$ cat src/rtl/lsu_pkg.sv
// Shared definitions for the MEM-stage load/store unit: RV32I funct3
// width/sign encodings and the access-sequencing FSM states.
package lsu_pkg;

  localparam logic [2:0] F3_B  = 3'b000;
  localparam logic [2:0] F3_H  = 3'b001;
  localparam logic [2:0] F3_W  = 3'b010;
  localparam logic [2:0] F3_BU = 3'b100;
  localparam logic [2:0] F3_HU = 3'b101;

  typedef enum logic [1:0] {
    IDLE = 2'd0,
    WAIT = 2'd1,
    DONE = 2'd2
  } lsu_state_t;

endpackage

$ cat src/rtl/mem_lsu_if.sv
// Data-memory handshake bus between the LSU (master) and the memory (slave).
interface mem_lsu_if;
  logic        mem_req;
  logic        mem_we;
  logic [31:0] mem_addr;
  logic [3:0]  mem_be;
  logic [31:0] mem_wdata;
  logic [31:0] mem_rdata;
  logic        mem_ack;

  modport master (
    output mem_req, mem_we, mem_addr, mem_be, mem_wdata,
    input  mem_rdata, mem_ack
  );

  modport slave (
    input  mem_req, mem_we, mem_addr, mem_be, mem_wdata,
    output mem_rdata, mem_ack
  );
endinterface

$ cat src/rtl/lsu_align.sv
// Pure combinational alignment helper: legality of the incoming access,
// byte enables and lane-replicated store data for the request, and lane
// extraction plus sign/zero extension of the returned read word.
module lsu_align
  import lsu_pkg::*;
(
  input  logic        rd,
  input  logic        wr,
  input  logic [2:0]  funct3,
  input  logic [1:0]  addr_lo,
  input  logic [31:0] wdata,
  output logic        legal,
  output logic [3:0]  be,
  output logic [31:0] wdata_rep,
  input  logic [2:0]  ld_funct3,
  input  logic [1:0]  ld_addr_lo,
  input  logic [31:0] rdata,
  output logic [31:0] rdata_ext
);

  logic [31:0] shifted;

  // Legality: one strobe only, a funct3 valid for that direction, natural alignment
  always_comb begin
    legal = 1'b0;
    if (rd && !wr) begin
      unique case (funct3)
        F3_B, F3_BU: legal = 1'b1;
        F3_H, F3_HU: legal = ~addr_lo[0];
        F3_W:        legal = (addr_lo == 2'b00);
        default:     legal = 1'b0;
      endcase
    end else if (wr && !rd) begin
      unique case (funct3)
        F3_B:    legal = 1'b1;
        F3_H:    legal = ~addr_lo[0];
        F3_W:    legal = (addr_lo == 2'b00);
        default: legal = 1'b0;
      endcase
    end
  end

  // Byte enables and store-data replication so every lane carries the datum
  always_comb begin
    be        = 4'b1111;
    wdata_rep = wdata;
    unique case (funct3[1:0])
      2'b00: begin
        be        = 4'b0001 << addr_lo;
        wdata_rep = {4{wdata[7:0]}};
      end
      2'b01: begin
        be        = 4'b0011 << addr_lo;
        wdata_rep = {2{wdata[15:0]}};
      end
      default: begin
        be        = 4'b1111;
        wdata_rep = wdata;
      end
    endcase
  end

  // Load path: move the addressed lane down to bit 0, then extend by width/sign
  always_comb begin
    shifted   = rdata >> {ld_addr_lo, 3'b000};
    rdata_ext = 32'h0;
    unique case (ld_funct3)
      F3_B:    rdata_ext = {{24{shifted[7]}}, shifted[7:0]};
      F3_BU:   rdata_ext = {24'h0, shifted[7:0]};
      F3_H:    rdata_ext = {{16{shifted[15]}}, shifted[15:0]};
      F3_HU:   rdata_ext = {16'h0, shifted[15:0]};
      F3_W:    rdata_ext = rdata;
      default: rdata_ext = 32'h0;
    endcase
  end

endmodule

$ cat src/rtl/mem_lsu.sv
// MEM-stage load/store unit: accepts an access from EX/MEM, issues exactly
// one request on the data-memory bus, stalls the pipeline until the memory
// acks (or the wait times out), then presents the extended load result for
// a single DONE cycle.
module mem_lsu
  import lsu_pkg::*;
#(
  parameter int TIMEOUT = 255
) (
  input  logic        clk,
  input  logic        rst,
  input  logic        memread_MEM,
  input  logic        memwrite_MEM,
  input  logic [2:0]  funct3_MEM,
  input  logic [31:0] alu_MEM,
  input  logic [31:0] writedata_MEM,
  output logic [31:0] readdata_MEM,
  output logic        lsu_stall,
  output logic        err_misalign,
  output logic        err_timeout,
  mem_lsu_if.master   mem
);

  localparam logic [15:0] TIMEOUT_LAST = 16'(TIMEOUT - 1);

  lsu_state_t  state_q, state_d;
  logic [15:0] cnt_q, cnt_d;
  logic        req_q, req_d;
  logic        we_q, we_d;
  logic [31:0] addr_q, addr_d;
  logic [3:0]  be_q, be_d;
  logic [31:0] wdata_q, wdata_d;
  logic [31:0] result_q, result_d;
  logic [1:0]  addr_lo_q, addr_lo_d;
  logic [2:0]  funct3_q, funct3_d;
  logic        load_q, load_d;

  logic        legal;
  logic [3:0]  be_new;
  logic [31:0] wdata_new;
  logic [31:0] rdata_ext;

  // The load lane is extracted using the access attributes captured at issue,
  // so the result does not depend on what the pipeline presents during WAIT.
  lsu_align u_align (
    .rd         (memread_MEM),
    .wr         (memwrite_MEM),
    .funct3     (funct3_MEM),
    .addr_lo    (alu_MEM[1:0]),
    .wdata      (writedata_MEM),
    .legal      (legal),
    .be         (be_new),
    .wdata_rep  (wdata_new),
    .ld_funct3  (funct3_q),
    .ld_addr_lo (addr_lo_q),
    .rdata      (mem.mem_rdata),
    .rdata_ext  (rdata_ext)
  );

  // Next-state, request register updates and combinational stall/error outputs
  always_comb begin
    state_d      = state_q;
    cnt_d        = cnt_q;
    req_d        = req_q;
    we_d         = we_q;
    addr_d       = addr_q;
    be_d         = be_q;
    wdata_d      = wdata_q;
    result_d     = result_q;
    addr_lo_d    = addr_lo_q;
    funct3_d     = funct3_q;
    load_d       = load_q;
    lsu_stall    = 1'b0;
    err_misalign = 1'b0;
    err_timeout  = 1'b0;

    unique case (state_q)
      IDLE: begin
        if (memread_MEM || memwrite_MEM) begin
          if (legal) begin
            lsu_stall = 1'b1;
            state_d   = WAIT;
            cnt_d     = 16'h0;
            req_d     = 1'b1;
            we_d      = memwrite_MEM;
            addr_d    = {alu_MEM[31:2], 2'b00};
            be_d      = be_new;
            wdata_d   = wdata_new;
            addr_lo_d = alu_MEM[1:0];
            funct3_d  = funct3_MEM;
            load_d    = memread_MEM;
            result_d  = 32'h0;
          end else begin
            err_misalign = 1'b1;
          end
        end
      end
      WAIT: begin
        lsu_stall = 1'b1;
        if (mem.mem_ack) begin
          result_d = load_q ? rdata_ext : 32'h0;
          req_d    = 1'b0;
          state_d  = DONE;
        end else if (cnt_q == TIMEOUT_LAST) begin
          err_timeout = 1'b1;
          result_d    = 32'h0;
          req_d       = 1'b0;
          state_d     = DONE;
        end else begin
          cnt_d = cnt_q + 16'd1;
        end
      end
      DONE: begin
        state_d = IDLE;
      end
      default: begin
        state_d = IDLE;
        req_d   = 1'b0;
      end
    endcase
  end

  // State, counter and bus registers with synchronous reset
  always_ff @(posedge clk) begin
    if (rst) begin
      state_q   <= IDLE;
      cnt_q     <= 16'h0;
      req_q     <= 1'b0;
      we_q      <= 1'b0;
      addr_q    <= 32'h0;
      be_q      <= 4'h0;
      wdata_q   <= 32'h0;
      result_q  <= 32'h0;
      addr_lo_q <= 2'b00;
      funct3_q  <= 3'b000;
      load_q    <= 1'b0;
    end else begin
      state_q   <= state_d;
      cnt_q     <= cnt_d;
      req_q     <= req_d;
      we_q      <= we_d;
      addr_q    <= addr_d;
      be_q      <= be_d;
      wdata_q   <= wdata_d;
      result_q  <= result_d;
      addr_lo_q <= addr_lo_d;
      funct3_q  <= funct3_d;
      load_q    <= load_d;
    end
  end

  assign mem.mem_req   = req_q;
  assign mem.mem_we    = we_q;
  assign mem.mem_addr  = addr_q;
  assign mem.mem_be    = be_q;
  assign mem.mem_wdata = wdata_q;
  assign readdata_MEM  = (state_q == DONE) ? result_q : 32'h0;

endmodule

$ cat src/flat_wrapper.sv
// flat-port wrapper written by rule: the top's interface ports become plain ports
module mem_lsu_flat import lsu_pkg::*;
#(
  parameter int TIMEOUT = 255
)
  (clk, rst, memread_MEM, memwrite_MEM, funct3_MEM, alu_MEM, writedata_MEM, readdata_MEM, lsu_stall, err_misalign, err_timeout, mem_mem_req, mem_mem_we, mem_mem_addr, mem_mem_be, mem_mem_wdata, mem_mem_rdata, mem_mem_ack);
  mem_lsu_if mem_i ();
  input  logic clk;
  input  logic rst;
  input  logic memread_MEM;
  input  logic memwrite_MEM;
  input  logic [2:0] funct3_MEM;
  input  logic [31:0] alu_MEM;
  input  logic [31:0] writedata_MEM;
  output logic [31:0] readdata_MEM;
  output logic lsu_stall;
  output logic err_misalign;
  output logic err_timeout;
  output wire logic [$bits(mem_i.mem_req)-1:0] mem_mem_req;
  output wire logic [$bits(mem_i.mem_we)-1:0] mem_mem_we;
  output wire logic [$bits(mem_i.mem_addr)-1:0] mem_mem_addr;
  output wire logic [$bits(mem_i.mem_be)-1:0] mem_mem_be;
  output wire logic [$bits(mem_i.mem_wdata)-1:0] mem_mem_wdata;
  input wire logic [$bits(mem_i.mem_rdata)-1:0] mem_mem_rdata;
  input wire logic [$bits(mem_i.mem_ack)-1:0] mem_mem_ack;
  assign mem_mem_req = mem_i.mem_req;
  assign mem_mem_we = mem_i.mem_we;
  assign mem_mem_addr = mem_i.mem_addr;
  assign mem_mem_be = mem_i.mem_be;
  assign mem_mem_wdata = mem_i.mem_wdata;
  assign mem_i.mem_rdata = mem_mem_rdata;
  assign mem_i.mem_ack = mem_mem_ack;
  mem_lsu #(.TIMEOUT(TIMEOUT)) u_core (.clk(clk), .rst(rst), .memread_MEM(memread_MEM), .memwrite_MEM(memwrite_MEM), .funct3_MEM(funct3_MEM), .alu_MEM(alu_MEM), .writedata_MEM(writedata_MEM), .readdata_MEM(readdata_MEM), .lsu_stall(lsu_stall), .err_misalign(err_misalign), .err_timeout(err_timeout), .mem(mem_i));
endmodule
$ cat config.mk
export PLATFORM = sky130hd
export DESIGN_NAME = mem_lsu_flat
export DESIGN_NICKNAME = d
export VERILOG_FILES = /design/src/rtl/lsu_pkg.sv /design/src/rtl/mem_lsu_if.sv /design/src/rtl/lsu_align.sv /design/src/rtl/mem_lsu.sv /design/src/flat_wrapper.sv
export SDC_FILE = /design/constraint.sdc
export NUM_CORES = 1
export LEC_CHECK = 0
export CELL_PAD_IN_SITES_DETAIL_PLACEMENT = 0
export CELL_PAD_IN_SITES_GLOBAL_PLACEMENT = 1
export CORE_AREA = 2 2 136 138
export CTS_CLUSTER_SIZE = 20
export DETAILED_ROUTE_END_ITERATION = 10
export DIE_AREA = 0 0 138 140
export GPL_TIMING_DRIVEN = 0
export PLACE_DENSITY = 0.95
export RECOVER_POWER = 50
export SYNTH_ARGS = -nofsm -noshare
export SYNTH_HDL_FRONTEND = slang
export SYNTH_HIERARCHICAL = 1
export SYNTH_SLANG_ARGS = --single-unit
$ cat constraint.sdc
create_clock -name clk -period 3.96 [get_ports clk]
set_input_delay 0.792 -clock clk [delete_from_list [all_inputs] [get_ports clk]]
set_output_delay 0.792 -clock clk [all_outputs]
set_load 0.01 [all_outputs]
# Yosys cells after proc, flatten, opt, wreduce, memory -nomap -nowiden
# Cells that the tools add are included.
word_totals:
  out_inout_bits: 105
  ff_bits: 124
  in_bits: 104
classes:
  eq_ne: 17
  shifts: 3
  n_bitwise: 2
  mux: 38
  addsub: 1
  reduce_logical: 18
ops:
  columns: ["operator", "count"]
  rows:
  - ["two-way mux 32 bit", 6]
  - ["case mux 32 bit (5 select lines)", 1]
  - ["case mux 32 bit (2 select lines)", 2]
  - ["two-way mux 16 bit", 4]
  - ["case mux 16 bit (2 select lines)", 1]
  - ["right shift 32 x 5 -> 16 bit", 1]
  - ["adder 16 x 1 -> 16 bit (second input constant)", 1]
  - ["== test 16 x 8 -> 1 bit (second input constant)", 1]
  - ["two-way mux 1 bit", 14]
  - ["== test 3 bit (second input constant)", 4]
  - ["case mux 1 bit (3 select lines)", 3]
  - ["two-way mux 2 bit", 4]
  - ["case mux 4 bit (2 select lines)", 1]
  - ["AND reduction 4 bit", 2]
  - ["== test 3 x 1 -> 1 bit (second input constant)", 2]
  - ["== test 3 x 2 -> 1 bit (second input constant)", 2]
  - ["zero test 2 bit", 3]
  - ["zero test 3 bit", 2]
  - ["AND reduction 3 bit", 2]
  - ["AND reduction 5 bit", 1]
  - ["== test 2 x 1 -> 1 bit (second input constant)", 2]
  - ["inequality test 2 x 1 -> 1 bit (second input constant)", 2]
  - ["inequality test 2 bit (second input constant)", 2]
  - ["case mux 2 bit (2 select lines)", 1]
  - ["11 further kinds", 15]

# Longest topological paths before layout
logic_depth:
  ltp_word: 7
  ltp_mapped: 11
  depth_no_buf: 8

# Modules after synthesis
# The synthesis kept the hierarchy.
by_module_without_submodules:
  columns: ["mod", "cells_per_inst", "instances", "area_per_inst_um2"]
  rows:
  - ["mem_lsu", 564, 1, 4770.8]
  - ["lsu_align", 198, 1, 1336.3]

# Worst setup path before layout
# Ideal clock, no wire load.
synth_timing:
  path_type: "in2out"
  start: "input port funct3_MEM[0]"
  end: "output port lsu_stall"
  cell_stages: 7
  setup_slack_ps: 1224
  t_arrival_ps: 1944
  n_path_buf: 2
  cell_sequence: "clkbuf_1 > buf_2 > a21oi_1 > nor2_1 > nor2_1 > o21ai_0 > a21oi_1"
synth_via:
  elab_chain_len: 7
  elab_cells_between_ends: 14
synth_lines:
  columns: ["element", "line", "rtl"]
  rows:
  - ["start: declaration", "flat_wrapper.sv:12", "input logic [2:0] funct3_MEM;"]
  - ["== test 3 x 2 -> 1 bit (tied with other cells)", "lsu_align.sv:27, lsu_align.sv:34", null]
  - ["case mux 1 bit (3 select lines) or OR reduction 2 bit (tied branches)", "lsu_align.sv:34, lsu_align.sv:27", null]
  - ["two-way mux 1 bit or case mux 1 bit (3 select lines) (tied branches)", "lsu_align.sv:33, lsu_align.sv:27", null]
  - ["two-way mux 1 bit *", "lsu_align.sv:26", "if (rd && !wr) begin"]
  - ["net u_core.legal", "mem_lsu.sv:38", "logic legal;"]
  - ["two-way mux 1 bit *", "mem_lsu.sv:80", "if (legal) begin"]
  - ["two-way mux 1 bit *", "mem_lsu.sv:79", "if (memread_MEM || memwrite_MEM) begin"]
  - ["case mux 1 bit (2 select lines) *", "mem_lsu.sv:77", "unique case (state_q)"]
  - ["end: declaration", "flat_wrapper.sv:16", "output logic lsu_stall;"]
# The timed path passes the listed nets; every way through them passes the cells marked *.

# Worst setup path after layout
layout_timing:
  start: "input port funct3_MEM[0]"
  end: "output port err_misalign"
layout_via:
  elab_chain_len: 7
  elab_cells_between_ends: 14
layout_lines:
  columns: ["element", "line", "rtl"]
  rows:
  - ["== test 3 x 2 -> 1 bit (tied with other cells)", "lsu_align.sv:27, lsu_align.sv:34", null]
  - ["case mux 1 bit (3 select lines) or OR reduction 2 bit (tied branches)", "lsu_align.sv:34, lsu_align.sv:27", null]
  - ["two-way mux 1 bit or case mux 1 bit (3 select lines) (tied branches)", "lsu_align.sv:33, lsu_align.sv:27", null]
  - ["two-way mux 1 bit *", "lsu_align.sv:26", null]
  - ["net u_core.legal", "mem_lsu.sv:38", null]
  - ["two-way mux 1 bit *", "mem_lsu.sv:80", null]
  - ["two-way mux 1 bit *", "mem_lsu.sv:79", null]
  - ["two-way mux 1 bit *", "mem_lsu.sv:77", null]
  - ["end: declaration", "flat_wrapper.sv:17", "output logic err_misalign;"]
# Marked as above.

==> impl_metrics.py <==
metrics = {
    "route": {
        "drt.antenna.violating_nets": 0,
        "vias": 6266,
        "finalWirelength_um": 20200,
        "drt_pass1_iterations": 5,
        "avgViaCountPerCell": 5.10,
        "drt_iter0_drc": 349,
        "drt_drc_violations_left": 0,
        "wl_per_cell_um": 16.5,
    },
    "logic_synthesis": {
        "synth-async-reset-ratio_pct": 0,
        "mapped_area_mm2": 0.00611,
        "ys_seq_area_share_pct": 40.6,
        "synth_seq_cells": 124,
        "synth_cell_type_count": 55,
        "post_synth.cell_area_avg_um2": 8.01,
        "synth-edff-count": 0,
        "yosys.area.top_type_share_pct": 40.6,
        "dominant_cell_type_by_area_after_synthesis": "sky130_fd_sc_hd__dfxtp_1",
        "synthCells": 762,
        "ys_dominant_reg_cell": "sky130_fd_sc_hd__dfxtp_1",
        "ys_warn_count": 6,
        "synth_area_leaders": "sky130_fd_sc_hd__dfxtp_1, sky130_fd_sc_hd__nand2_1, sky130_fd_sc_hd__a21oi_1",
    },
    "global_route": {
        "grt_pass1_wl_um": 32100,
        "grt_start_max_net_pins": 17,
        "number_of_global_route_vias_before_repair": 6118,
        "globalRouteOverflowTotal": 0,
        "initial_antenna_violation_count": 0,
        "grt_util_all_layers_pct": 20.7,
    },
    "critical_path": {
        "crit_buf_inv": 4,
        "cp-start-kind": "primary input",
        "worst_path_most_repeated_cell": "sky130_fd_sc_hd__clkdlybuf4s50_1",
        "worstSetupPathType": "in2out",
        "timing.critical_path.cells": "clkdlybuf4s50_1, clkbuf_1, buf_4, a21oi_1, nor2_1, nor2_2, nor4_2, clkdlybuf4s50_1",
        "crit_family": "buffers and inverters",
        "timing.critical_path.arrival_ns": 3.02,
        "timing.critical_path.slowest_stage_cell": "sky130_fd_sc_hd__clkdlybuf4s50_1",
        "worst_setup_path_end_kind": "primary output",
        "cp.required_ns": 3.17,
        "critical-path-max-stage-delay_ns": 0.61,
        "critical_path.max_fanout": 10,
    },
    "clock_tree": {
        "cts_buffers": 17,
        "clock_tree.root_cell": "sky130_fd_sc_hd__clkbuf_16",
        "cts.sinks": 124,
        "tritoncts": "built",
        "clk_transition_reported_paths_ns": 0.06,
        "clock_latency_ns": 0.42,
        "h-tree-depth": 4,
        "post_cts.repair.setup_buffers": 0,
        "ctsHoldBuffers": 0,
        "cts-root-to-sink-buffers": 2,
    },
    "placed_design": {
        "post_dp_cell_area_mm2": 0.00845,
        "gpl.final_weighted_congestion": 0.861,
        "post-place-cells": 1197,
        "dpl_worst_slack_ns": -0.123,
        "dp_hpwl_um": 15000,
        "port_buffers": 205,
    },
    "final_layout": {
        "filler_cell_count": 1771,
        "mostFrequentLayoutCell": "sky130_fd_sc_hd__nand2_1",
        "final_nets": 1093,
        "most-common-layout-cells": "sky130_fd_sc_hd__nand2_1, sky130_fd_sc_hd__clkdlybuf4s50_1, sky130_fd_sc_hd__dfxtp_1",
        "diodes": 0,
        "seq_area_mm2": 0.00248,
        "stdcell_count": 1229,
        "multiInputGateArea_mm2": 0.00327,
        "drive_above_1_share_pct": 9.20,
        "layout-area-overhead-vs-synth_pct": 48.1,
        "finished_layout_cell_area_mm2": 0.00904,
        "post-route-util_pct": 50.9,
    },
    "worst_hold_path": {
        "min_path_type": "reg2reg",
    },
    "power_and_ir_drop": {
        "power.leakage_nw": 3.59,
        "ir_drop_v": 0.000268,
        "power.density_mw_per_mm2": 368,
        "post-layout-total-power_mw": 3.33,
    },
    "sta": {
        "fin_crit_sh_pct": 96.1,
        "period_needed_ns": 3.81,
        "layout_setup_ws_ns": 0.152,
        "timing.slew.headroom_pct": 48.1,
        "max_slew.worst_pin.slew_ns": 0.776,
        "drv_slew": 0,
        "grt_setup_unrepaired": "no",
        "setup_viol_count_final": 0,
        "fmax_ghz": 0.263,
        "final-hold-violation-count": 0,
        "fin_worst_skew_ns": 0.00729,
    },
    "floorplanning": {
        "die-area_mm2": 0.0193,
        "coreArea_mm2": 0.0178,
        "fp.dieH_um": 140,
        "site_row_count": 49,
        "initial_core_util_pct": 34.3,
        "top_level_pins": 209,
        "floorplan.die.width_um": 138,
    },
    "flow_run": {
        "max_cap_viol_count": 0,
    },
    "status": {
        "run_status": "complete, no violations",
    },
}
## path summary, 6_finish.rpt
| path | start | end | slack, ns | cells after the start |
|---|---|---|---|---|
| worst max-delay path | funct3_MEM[0] | err_misalign | 0.15 | 8 |
| worst min-delay path | u_core/mem.mem_addr[21]$_SDFFE_PP0P_ | u_core/mem.mem_addr[21]$_SDFFE_PP0P_ | 0.45 | 2 |
| worst max register to register | u_core/cnt_q[0]$_SDFFE_PP0P_ | u_core/result_q[2]$_SDFFE_PP0P_ | 1.49 | 9 |
| worst min register to register | u_core/mem.mem_addr[21]$_SDFFE_PP0P_ | u_core/mem.mem_addr[21]$_SDFFE_PP0P_ | 0.45 | 2 |
## per-layer routing
| layer | routed length [um] | GRT usage, % |
|---|---|---|
| met4 | 376 | 6.71 |
| met5 | 0 | 0 |
| met3 | 1960 | 8.65 |
| met2 | 9300 | 33.5 |
| met1 | 8580 | 25.1 |
## cells by family after synthesis
group / count (synthesis) / synth area share [%]
fa+ha+maj: 2 / 0.410
mux: 36 / 6.39
compound gates: 209 / 22.4
flops: 124 / 40.6
buf+inv: 74 / 5.82
xor+xnor: 1 / 0.143
simple gates: 315 / 24.1
other cells: 1 / 0.0614
## what timing repair did
item,CTS,global route
gates resized for setup,3,3
endpoints found under the setup margin,2,2
pin swaps,0,1
## per-stage QoR
stage,TNS [ns],hold WS (ns)
global placement,-0.234,0.441
global route,0,0.467
detailed placement,-0.205,0.445
finish,0,0.450
floorplan,0,0.437
CTS,-0.0333,0.453
## worst register-to-register path, delay by kind of cell (launching register included)
kind | cells | cell delay (ns)
buf+inv | 3 | 0.84
compound gates | 2 | 0.66
simple gates | 3 | 0.40
flops | 1 | 0.33
fa+ha+maj | 1 | 0.20
## synth_stat cells, drive strengths merged, types with 4 or more instances
cell,number
a211oi,9
a21oi,83
a221o,5
a22o,32
a2bb2oi,7
and2,7
and3,40
buf,29
clkbuf,42
dfxtp,124
mux2,18
mux2i,18
nand2,194
nand3,11
nand4,5
nor2,25
nor2b,11
nor4,4
o211ai,8
o21ai,41
o31ai,11
or2,4
## report_power, final
group | internal (mW) | switching (mW) | total [mW]
Combinational | 0.237 | 0.244 | 0.481
Clock | 0.964 | 0.584 | 1.55
Sequential | 1.28 | 0.0174 | 1.30
## flip-flops by register name, indices dropped and copies added, names as in the netlist
name                  flops
u_core/mem.mem_be         4
u_core/mem.mem_addr      30
u_core/funct3_q           3
u_core/cnt_q             16
u_core/load_q             1
u_core/addr_lo_q          2
u_core/state_q            2
u_core/mem.mem_wdata     32
u_core/mem.mem_req        1
u_core/mem.mem_we         1
u_core/result_q          32
## final cells by class
class | instances | area share, %
well taps | 229 | 3.17
clock inverters | 12 | 1.55
flip-flops and latches | 124 | 27.5
multi-input cells | 565 | 36.2
inverters | 3 | 0.125
clock buffers | 20 | 5.05
plain buffers | 71 | 3.81
repair buffers | 205 | 22.7
Power figures use the tool's default switching activity.
